**src/rtl/fpadd_scheduler.sv**
```systemverilog
// ============================================================================
// Module   : fpadd_scheduler
// Purpose  : Round-robin scheduler sharing one multi-cycle fpadd unit among
//            NUM_REQ requesters, one operation in flight at a time.
//            Optional WAIT-state watchdog enabled by macro FPADD_TIMEOUT_EN.
// Revision : 1.0 - initial release
// ============================================================================
`default_nettype none

module fpadd_scheduler #(
    parameter int NUM_REQ = 4,
    parameter int CNT_W   = 16
`ifdef FPADD_TIMEOUT_EN
    ,
    parameter int TIMEOUT_CYCLES = 64
`endif
) (
    input  logic                    clk,
    input  logic                    reset,
    input  logic [NUM_REQ-1:0]      req_valid,
    output logic [NUM_REQ-1:0]      req_ready,
    input  logic [32*NUM_REQ-1:0]   req_a,
    input  logic [32*NUM_REQ-1:0]   req_b,
    output logic [NUM_REQ-1:0]      rsp_valid,
    input  logic [NUM_REQ-1:0]      rsp_ready,
    output logic [31:0]             rsp_sum,
    output logic                    fpa_start,
    output logic [31:0]             fpa_a,
    output logic [31:0]             fpa_b,
    input  logic [31:0]             fpa_sum,
    input  logic                    fpa_done,
    output logic                    busy,
`ifdef FPADD_TIMEOUT_EN
    output logic                    timeout_err,
`endif
    output logic [CNT_W-1:0]        op_count
);

    localparam int c_IDX_W = $clog2(NUM_REQ);
`ifdef FPADD_TIMEOUT_EN
    localparam int          c_TO_W = $clog2(TIMEOUT_CYCLES + 1);
    localparam logic [31:0] c_QNAN = 32'h7FC0_0000;
`endif

    typedef enum logic [1:0] {
        S_IDLE  = 2'd0,
        S_ISSUE = 2'd1,
        S_WAIT  = 2'd2,
        S_RESP  = 2'd3
    } state_t;

    state_t               r_state;
    state_t               w_state_next;
    logic [c_IDX_W-1:0]   r_rr_ptr;
    logic [c_IDX_W-1:0]   r_grant;
    logic [31:0]          r_fpa_a;
    logic [31:0]          r_fpa_b;
    logic [31:0]          r_rsp_sum;
    logic [CNT_W-1:0]     r_op_count;

    logic [c_IDX_W-1:0]   w_grant;
    logic [c_IDX_W-1:0]   w_cand;
    logic                 w_any;
    logic [NUM_REQ-1:0]   w_grant_oh;
    logic [NUM_REQ-1:0]   w_resp_oh;
    logic [31:0]          w_sel_a;
    logic [31:0]          w_sel_b;
    logic                 w_accept;
    logic                 w_take;
    logic                 w_timeout;

`ifdef FPADD_TIMEOUT_EN
    logic [c_TO_W-1:0]    r_wait_cnt;
    logic                 r_timeout_err;
`endif

    // Later hits overwrite earlier ones, so the search from k=NUM_REQ down
    // to 1 leaves the first valid requester after rr_ptr.
    always_comb begin
        w_grant = '0;
        w_any   = 1'b0;
        w_cand  = '0;
        for (int k = NUM_REQ; k >= 1; k--) begin
            w_cand = c_IDX_W'((int'(r_rr_ptr) + k) % NUM_REQ);
            if (req_valid[w_cand]) begin
                w_grant = w_cand;
                w_any   = 1'b1;
            end
        end
    end

    always_comb begin
        w_grant_oh = '0;
        w_resp_oh  = '0;
        w_sel_a    = '0;
        w_sel_b    = '0;
        for (int i = 0; i < NUM_REQ; i++) begin
            if (w_grant == c_IDX_W'(i)) begin
                w_grant_oh[i] = 1'b1;
                w_sel_a       = req_a[32*i +: 32];
                w_sel_b       = req_b[32*i +: 32];
            end
            if (r_grant == c_IDX_W'(i)) begin
                w_resp_oh[i] = 1'b1;
            end
        end
    end

    always_comb begin
        w_state_next = r_state;
        w_accept     = 1'b0;
        w_take       = 1'b0;
        w_timeout    = 1'b0;
        case (r_state)
            S_IDLE: begin
                if (w_any) begin
                    w_accept     = 1'b1;
                    w_state_next = S_ISSUE;
                end
            end
            // fpa_done may still be high from the previous operation here.
            S_ISSUE: w_state_next = S_WAIT;
            S_WAIT: begin
                if (fpa_done) begin
                    w_take       = 1'b1;
                    w_state_next = S_RESP;
                end
`ifdef FPADD_TIMEOUT_EN
                else if (r_wait_cnt == c_TO_W'(TIMEOUT_CYCLES - 1)) begin
                    w_timeout    = 1'b1;
                    w_state_next = S_RESP;
                end
`endif
            end
            S_RESP: begin
                if (rsp_ready[r_grant]) begin
                    w_state_next = S_IDLE;
                end
            end
            default: w_state_next = S_IDLE;
        endcase
    end

    always_ff @(posedge clk) begin
        if (reset) begin
            r_state    <= S_IDLE;
            r_rr_ptr   <= c_IDX_W'(NUM_REQ - 1);
            r_grant    <= '0;
            r_fpa_a    <= '0;
            r_fpa_b    <= '0;
            r_rsp_sum  <= '0;
            r_op_count <= '0;
        end else begin
            r_state <= w_state_next;
            if (w_accept) begin
                r_fpa_a  <= w_sel_a;
                r_fpa_b  <= w_sel_b;
                r_grant  <= w_grant;
                r_rr_ptr <= w_grant;
            end
            if (w_take) begin
                r_rsp_sum  <= fpa_sum;
                r_op_count <= r_op_count + CNT_W'(1);
            end
`ifdef FPADD_TIMEOUT_EN
            if (w_timeout) begin
                r_rsp_sum <= c_QNAN;
            end
`endif
        end
    end

`ifdef FPADD_TIMEOUT_EN
    always_ff @(posedge clk) begin
        if (reset) begin
            r_wait_cnt    <= '0;
            r_timeout_err <= 1'b0;
        end else begin
            r_timeout_err <= w_timeout;
            if (r_state == S_ISSUE) begin
                r_wait_cnt <= '0;
            end else if (r_state == S_WAIT) begin
                r_wait_cnt <= r_wait_cnt + c_TO_W'(1);
            end
        end
    end

    assign timeout_err = r_timeout_err;
`else
    // Without the watchdog a timeout can never be raised.
    logic w_unused_timeout;
    assign w_unused_timeout = w_timeout;
`endif

    assign req_ready = (r_state == S_IDLE && w_any) ? w_grant_oh : '0;
    assign rsp_valid = (r_state == S_RESP) ? w_resp_oh : '0;
    assign rsp_sum   = r_rsp_sum;
    assign fpa_start = (r_state == S_ISSUE);
    assign fpa_a     = r_fpa_a;
    assign fpa_b     = r_fpa_b;
    assign busy      = (r_state != S_IDLE);
    assign op_count  = r_op_count;

endmodule

`default_nettype wire

```
**config.mk**
```make
export PLATFORM = sky130hd
export DESIGN_NAME = fpadd_scheduler
export DESIGN_NICKNAME = d
export VERILOG_FILES = /design/src/rtl/fpadd_scheduler.sv
export SDC_FILE = /design/constraint.sdc
export NUM_CORES = 1
export LEC_CHECK = 0
export BUFFER_PORTS_ARGS = -buffer_cell sky130_fd_sc_hd__buf_2
export CORE_AREA = 2 2 161 163
export CTS_CLUSTER_SIZE = 14
export DETAILED_ROUTE_END_ITERATION = 10
export DIE_AREA = 0 0 163 165
export SLEW_MARGIN = 20
export SYNTH_ARGS = -nofsm -noshare
export SYNTH_HDL_FRONTEND = slang
export SYNTH_SLANG_ARGS = --single-unit
```
**constraint.sdc**
```tcl
create_clock -name clk -period 3.1 [get_ports clk]
set_input_delay 0.155 -clock clk [delete_from_list [all_inputs] [get_ports clk]]
set_output_delay 0.155 -clock clk [all_outputs]
set_load 0.02 [all_outputs]
```
Word level (Yosys, flattened, before mapping)
Index checks and enable logic that the tools add are counted.
{"block": "op_classes", "add_sub_neg": 5, "order_cmp": 5, "eq_ne": 12, "muxes": 44, "n_reduce_logical": 6}
{"cell": "32-bit two-way mux", "count": 8}
{"cell": "1-bit two-way mux", "count": 21}
{"cell": "16-bit by 1-bit adder with 16-bit output, second input constant", "count": 1}
{"cell": "2-bit by 3-bit less-than comparator with 1-bit output, second input constant", "count": 5}
{"cell": "2-bit two-way mux", "count": 7}
{"cell": "2-bit == test, second input constant", "count": 6}
{"cell": "1-bit binary-select mux with 2-bit select", "count": 5}
{"cell": "4-bit two-way mux", "count": 2}
{"cell": "2-bit one-hot mux with 4 select lines", "count": 1}
{"cell": "2-bit by 1-bit == test with 1-bit output, second input constant", "count": 3}
{"cell": "2-bit zero test", "count": 3}
{"cell": "2-bit != test, second input constant", "count": 3}
{"cell": "2-bit by 1-bit adder with 2-bit output, second input constant", "count": 2}
{"cell": "2-bit adder, second input constant", "count": 2}
{"cell": "3-bit AND reduction", "count": 1}
{"cell": "2-bit nonzero test", "count": 1}
{"cell": "1-bit logical AND", "count": 1}
{"block": "totals", "register_bits": 118, "in_bits": 299, "output_inout_bits": 122, "word_cells": 79}

Longest topological paths before layout
{"block": "depth", "ltp_word": 12, "ltp_mapped": 7, "ltp_nobuf": 6}

Worst setup path before layout
No wires, ideal clock.
{"block": "synth_path", "kind": "flip-flop to output port", "start": "register r_rr_ptr[1]", "end": "output port req_ready[0]", "arrival_time_ps": 1729, "t_required_ps": 2945, "slack_ps": 1216, "path_stages_with_launch": 7, "n_path_buf": 3, "path_cell_list": "dfxtp_1 > nor3b_1 > a211oi_1 > buf_2 > buf_6 > buf_2 > nor4_1"}
{"block": "synth_via", "elab_chain_len": 10, "elab_cells_between_ends": 24, "classes_between": "add/sub: 4; mux: 18; reduce/logical: 2"}
{"element": "from (decl)", "line_no": "54", "source": "logic [c_IDX_W-1:0] r_rr_ptr;"}
{"element": "from (signal assigned)", "line_no": "147", "source": "r_rr_ptr <= c_IDX_W'(NUM_REQ - 1);"}
{"element": "from (signal assigned)", "line_no": "159", "source": "r_rr_ptr <= w_grant;"}
{"element": "2-bit by 1-bit adder with 2-bit output", "line_no": "84", "source": "w_cand = c_IDX_W'((int'(r_rr_ptr) + k) % NUM_REQ);"}
{"element": "1-bit binary-select mux with 2-bit select", "line_no": "85", "source": "if (req_valid[w_cand]) begin"}
{"element": "1-bit two-way mux (not written as such)", "line_no": "85"}
{"element": "2-bit two-way mux (4 in series)", "line_no": "85"}
{"element": "2-bit zero test", "line_no": "98", "source": "if (w_grant == c_IDX_W'(i)) begin"}
{"element": "1-bit two-way mux", "line_no": "98"}
{"element": "4-bit two-way mux *", "line_no": "195", "source": "assign req_ready = (r_state == S_IDLE && w_any) ? w_grant_oh : '0;"}
{"element": "to (decl)", "line_no": "21", "source": "output logic [NUM_REQ-1:0] req_ready,"}
Mark *: on every way between the ends. The rest lies on a longest branch, timed or not. The select of a mux whose other input is x is not followed.

Final worst setup path
{"block": "layout_path", "start": "register r_rr_ptr[0]", "end": "output port req_ready[3]"}
{"block": "layout_via", "elab_chain_len": 10, "elab_cells_between_ends": 24, "classes_between": "add/sub: 4; eq/ne: 1; mux: 18; reduce/logical: 1"}
{"element": "2-bit by 1-bit adder with 2-bit output", "line_no": "84"}
{"element": "1-bit binary-select mux with 2-bit select", "line_no": "85"}
{"element": "1-bit two-way mux (not written as such)", "line_no": "85"}
{"element": "2-bit two-way mux (4 in series)", "line_no": "85"}
{"element": "2-bit == test", "line_no": "98"}
{"element": "1-bit two-way mux", "line_no": "98"}
{"element": "4-bit two-way mux *", "line_no": "195"}
Marks and branches as above.

==> impl_summary.txt <==
----------------------------------------------------
[Clocking]
  Clock slew seen by the registers of the worst setup and hold paths ... about 60 ps
  Setup bufs post-CTS ... 0
  Clock network latency to the later pin of the worst-skew pair ... ~410 ps
  Post-CTS Hold Fix Bufs ... 28
  Inserted Clock Buffers ... 17
  Count of clock tree sinks ... around 120
  Clock root cell ... sky130_fd_sc_hd__clkbuf_16
  Count of H-tree levels built during CTS ... 4
  CTS tree ... done
  Number of buffers between clock root and the deepest sink ... 2
  Gates resized, CTS repair ... 0

[Floorplanning]
  Initial cell density of the core ... approximately a quarter
  Die extent in y ... between 150 and 200 um
  Std cell rows ... slightly below 60
  Top-Level Pins ... 421
  Std-Cell Core Area ... 25040 sq um
  Die X ... 163 um
  Overall die area ... 26900 sq um

[STA]
  Slew at the pin closest to its max-slew limit ... approximately 820 ps
  Setup violation total in the final timing report ... 0
  Max-slew violation count ... 0
  Worst path setup slack after routing ... between 500 and 600 ps
  RSZ-0062 raised after global routing ... false
  Final Critical Period ... approximately 2600 ps
  Final worst-path cycle share ... ~84%
  Maximum clock frequency ... slightly below 0.4 GHz
  Relative slew slack ... between 40% and 50%
  Clock tree skew after final layout ... approximately 13 ps
  Total negative slack for setup checks ... 0 ps
  Endpoints failing hold ... 0

[Setup path]
  Arrival time at the worst endpoint ... 2440 ps
  Required time reported for the critical path endpoint ... slightly below 3000 ps
  Worst stage delay on the critical path ... about 640 ps
  Sort of element at the end of the critical path ... output port
  Bufs and invs on worst path ... 2
  Series of cell instances along the critical path ... nand2b_2, a211oi_4, buf_4, nand2_1, nor2_1, buf_2
  Type of the setup path with the least slack ... reg2out
  Element type at the critical path start ... flip-flop
  Max Fanout on Critical Path ... 46
  Register-to-Register Setup Slack ... 790 ps
  Critical-path top delay cell ... sky130_fd_sc_hd__buf_4
  Worst r2r path cells ... 6
  Kind of cell adding the most delay to the critical path ... buffers and inverters
  Reg2Reg Capture Point ... fpa_b[0]
  FF-to-FF Start ... r_state[0]

[Yosys]
  Netlist cell types ... between 40 and 50
  Async set-reset flop share out of synthesis ... 0%
  Share of synthesized area occupied by flip-flops and latches ... a little under two fifths
  Number of synthesized register bits ... 118
  Adder-cell area share of the yosys netlist ... less than 1%
  Number of synthesized flops with an enable pin ... 0
  Post-Synthesis Net Count ... about 940
  Multiplexer share of the synthesized area ... about a fifth
  Cells after Synth ... about 640
  Combinational family with the most area after synthesis ... multiplexers
  Number of synthesis warnings ... 0
  Mapped cell area ... 6336 sq um
  Compound-gate portion of the synthesized area ... 19.75%
  Xor-xnor portion of the synthesized cell area ... around 1.7%
  Simple-Gate Fraction of Synth Area ... between 10 and 15%
  Syn Area/Cell ... 9.916 sq um
  Leading register cell type out of synthesis ... sky130_fd_sc_hd__dfxtp_1

[Layout]
  Post-layout nets ... 1372
  Number of fill cells ... approximately 2600
  Layout area overhead ... 50.06%
  Post-layout instance area ... 9508 sq um
  Layout cells sized above 1 ... between 40 and 50%
  Fin util ... 37.98%

[Worst hold path]
  WHS Endpoint ... rsp_sum[17]
  Hold_sp ... fpa_sum[17]
  Type of the tightest min-delay check ... in2reg
  Hold Crit Depth ... 3

[Drt]
  Top sig layer ... met5
  Met3 WL post-DR ... 2376 um
  Drc violations ... 0
  Ratio of routed vias to standard cells ... 4.584
  DRT Wirelength ... around 24000 um
  DR vias ... about 6500
  Number of nets still failing antenna checks after routing ... 0
  Detail-routed net length per standard cell ... between 15 and 20 um
  Iteration-0 DRC Markers ... 279
  Metal2 WL ... around 12000 um
  Detailed-router iteration count before antenna repair ... 4
  WL met1 ... 8890 um

[Placed design]
  Count of input and output buffers ... 420
  HPWL after detailed placement ... 18220 um
  Post-Place Worst Slack ... between 700 and 800 ps
  Final Wtd Congestion ... about 0.83
  Area after DPL ... around 8600 sq um

[Power]
  Post-layout power ... between 0.007 and 0.008 W
  Static Leak ... approximately 4.4 nW
  Largest vdd supply drop ... 0.0003631 V
  Power per cell area ... 813.5 nW/um^2

[GRT]
  Number of antenna violations at the first check in global routing ... 9
  Maximum number of pins on one net before global-route repair ... 87
  First-pass GRT wire length ... around 35000 um
  Global route total overflow ... 0
  Total GRT Usage ... between 10% and 20%
  Number of global-route vias before repair ... 6403

[Job]
  Number of max-cap violations ... 0

[Run status]
  Outcome ... completed

----------------------------------------------------
-- final cells by class --
cell class | instances | area [sq um] | share of cell area [%]
tap | 330 | 412.9 | 4.343
timing repair buffer | 458 | 2482 | 26.11
inverter | 9 | 33.78 | 0.3553
clock inverter | 15 | 163.9 | 1.724
clock buffer | 17 | 425.4 | 4.474
antenna | 4 | 10.01 | 0.1053
sequential | 118 | 2362 | 24.85
multi-input combinational | 464 | 3617 | 38.04
-- worst min-delay path, cell delays in order --
cell,delay [ps]
sky130_fd_sc_hd__buf_2,100
sky130_fd_sc_hd__nand2_1,70
sky130_fd_sc_hd__a21oi_1,60
-- synthesized netlist by cell type, types with 2 or more instances --
library cell	count	area share, %
sky130_fd_sc_hd__a21oi_1	38	3.0
sky130_fd_sc_hd__and3_1	2	0.20
sky130_fd_sc_hd__buf_12	6	1.9
sky130_fd_sc_hd__buf_2	13	1.0
sky130_fd_sc_hd__buf_4	3	0.36
sky130_fd_sc_hd__buf_6	2	0.36
sky130_fd_sc_hd__clkbuf_1	19	1.1
sky130_fd_sc_hd__clkbuf_4	4	0.47
sky130_fd_sc_hd__dfxtp_1	118	37
sky130_fd_sc_hd__ha_1	5	0.99
sky130_fd_sc_hd__inv_1	9	0.53
sky130_fd_sc_hd__mux2i_1	129	20
sky130_fd_sc_hd__nand2_1	142	8.4
sky130_fd_sc_hd__nand2b_1	3	0.30
sky130_fd_sc_hd__nand3_1	3	0.24
sky130_fd_sc_hd__nand4_1	4	0.39
sky130_fd_sc_hd__nor2_1	22	1.3
sky130_fd_sc_hd__nor3_1	8	0.63
sky130_fd_sc_hd__nor3b_1	2	0.24
sky130_fd_sc_hd__nor4_1	5	0.49
sky130_fd_sc_hd__o21ai_0	4	0.32
sky130_fd_sc_hd__o221ai_1	5	0.69
sky130_fd_sc_hd__o221ai_2	60	14
sky130_fd_sc_hd__xnor2_1	9	1.2
sky130_fd_sc_hd__xor2_1	3	0.41
-- layout by cell type (no fill, tap or decap), types with 2 or more instances in the layout --
cell type / netlist / final
sky130_fd_sc_hd__dfxtp_1: 118 / 118
sky130_fd_sc_hd__bufinv_16: 0 / 2
sky130_fd_sc_hd__o21ai_0: 4 / 4
sky130_fd_sc_hd__nand2_1: 142 / 142
sky130_fd_sc_hd__clkinv_2: 0 / 2
sky130_fd_sc_hd__ha_1: 5 / 5
sky130_fd_sc_hd__buf_12: 6 / 2
sky130_fd_sc_hd__o221ai_1: 5 / 5
sky130_fd_sc_hd__and3_1: 2 / 2
sky130_fd_sc_hd__inv_1: 9 / 9
sky130_fd_sc_hd__buf_4: 3 / 8
sky130_fd_sc_hd__o221ai_2: 60 / 60
sky130_fd_sc_hd__nor4_1: 5 / 5
sky130_fd_sc_hd__nand4_1: 4 / 4
sky130_fd_sc_hd__inv_6: 0 / 8
sky130_fd_sc_hd__nand2b_1: 3 / 3
sky130_fd_sc_hd__dlygate4sd3_1: 0 / 28
sky130_fd_sc_hd__nor3_1: 8 / 8
sky130_fd_sc_hd__buf_2: 13 / 420
sky130_fd_sc_hd__nor2_1: 22 / 22
sky130_fd_sc_hd__xor2_1: 3 / 3
sky130_fd_sc_hd__a21oi_1: 38 / 38
sky130_fd_sc_hd__nand3_1: 3 / 3
sky130_fd_sc_hd__mux2i_1: 129 / 129
sky130_fd_sc_hd__clkbuf_16: 0 / 17
sky130_fd_sc_hd__nor3b_1: 2 / 2
sky130_fd_sc_hd__xnor2_1: 9 / 9
sky130_fd_sc_hd__clkinvlp_4: 0 / 2
sky130_fd_sc_hd__diode_2: 0 / 4
-- logic make-up after synthesis --
| kind of cell | after synthesis |
|---|---|
| buf+inv | 57 |
| compound gates | 115 |
| flops | 118 |
| simple gates | 201 |
| fa+ha+maj | 5 |
| mux | 131 |
| xor+xnor | 12 |
-- where the power goes --
group	switching [W]	total (W)	internal [W]
Clock	0.000806	0.00201	0.00120
Sequential	0.000261	0.00223	0.00197
Combinational	0.00212	0.00349	0.00137
Total	0.00319	0.00773	0.00455
-- worst max path at each step --
stage,cells past startpoint,slack (ps),from,endpoint
after floorplan,6,1220,r_rr_ptr[1],req_ready[0]
after global placement,6,840,r_state[0],fpa_b[1]
after detailed placement,6,770,r_state[0],fpa_b[1]
after CTS,6,380,r_rr_ptr[0],req_ready[3]
after global routing,6,300,r_rr_ptr[0],req_ready[3]
final,6,500,r_rr_ptr[0],req_ready[3]
-- state kept, by name, summed over array words and instances, names as in the netlist --
register and flops:
fpa_a 32, fpa_b 32, rsp_sum 32, op_count 16, r_grant 2, r_rr_ptr 2, r_state 2
-- per-layer routing --
metal / track usage, % / up-vias
met5: 0 / -
met4: 6.356 / 6
met3: 7.132 / 42
met2: 29.95 / 276
met1: 17.49 / 2968
li1: - / 3195
-- stage by stage --
step                instances  hold slack (ps)
finish                   1415            22.09
global placement         1351            395.4
CTS                      1411            4.227
global route             1413            5.807
floorplan                 639            291.0
detailed placement       1351            400.7
(Power assumes the default switching activity.)
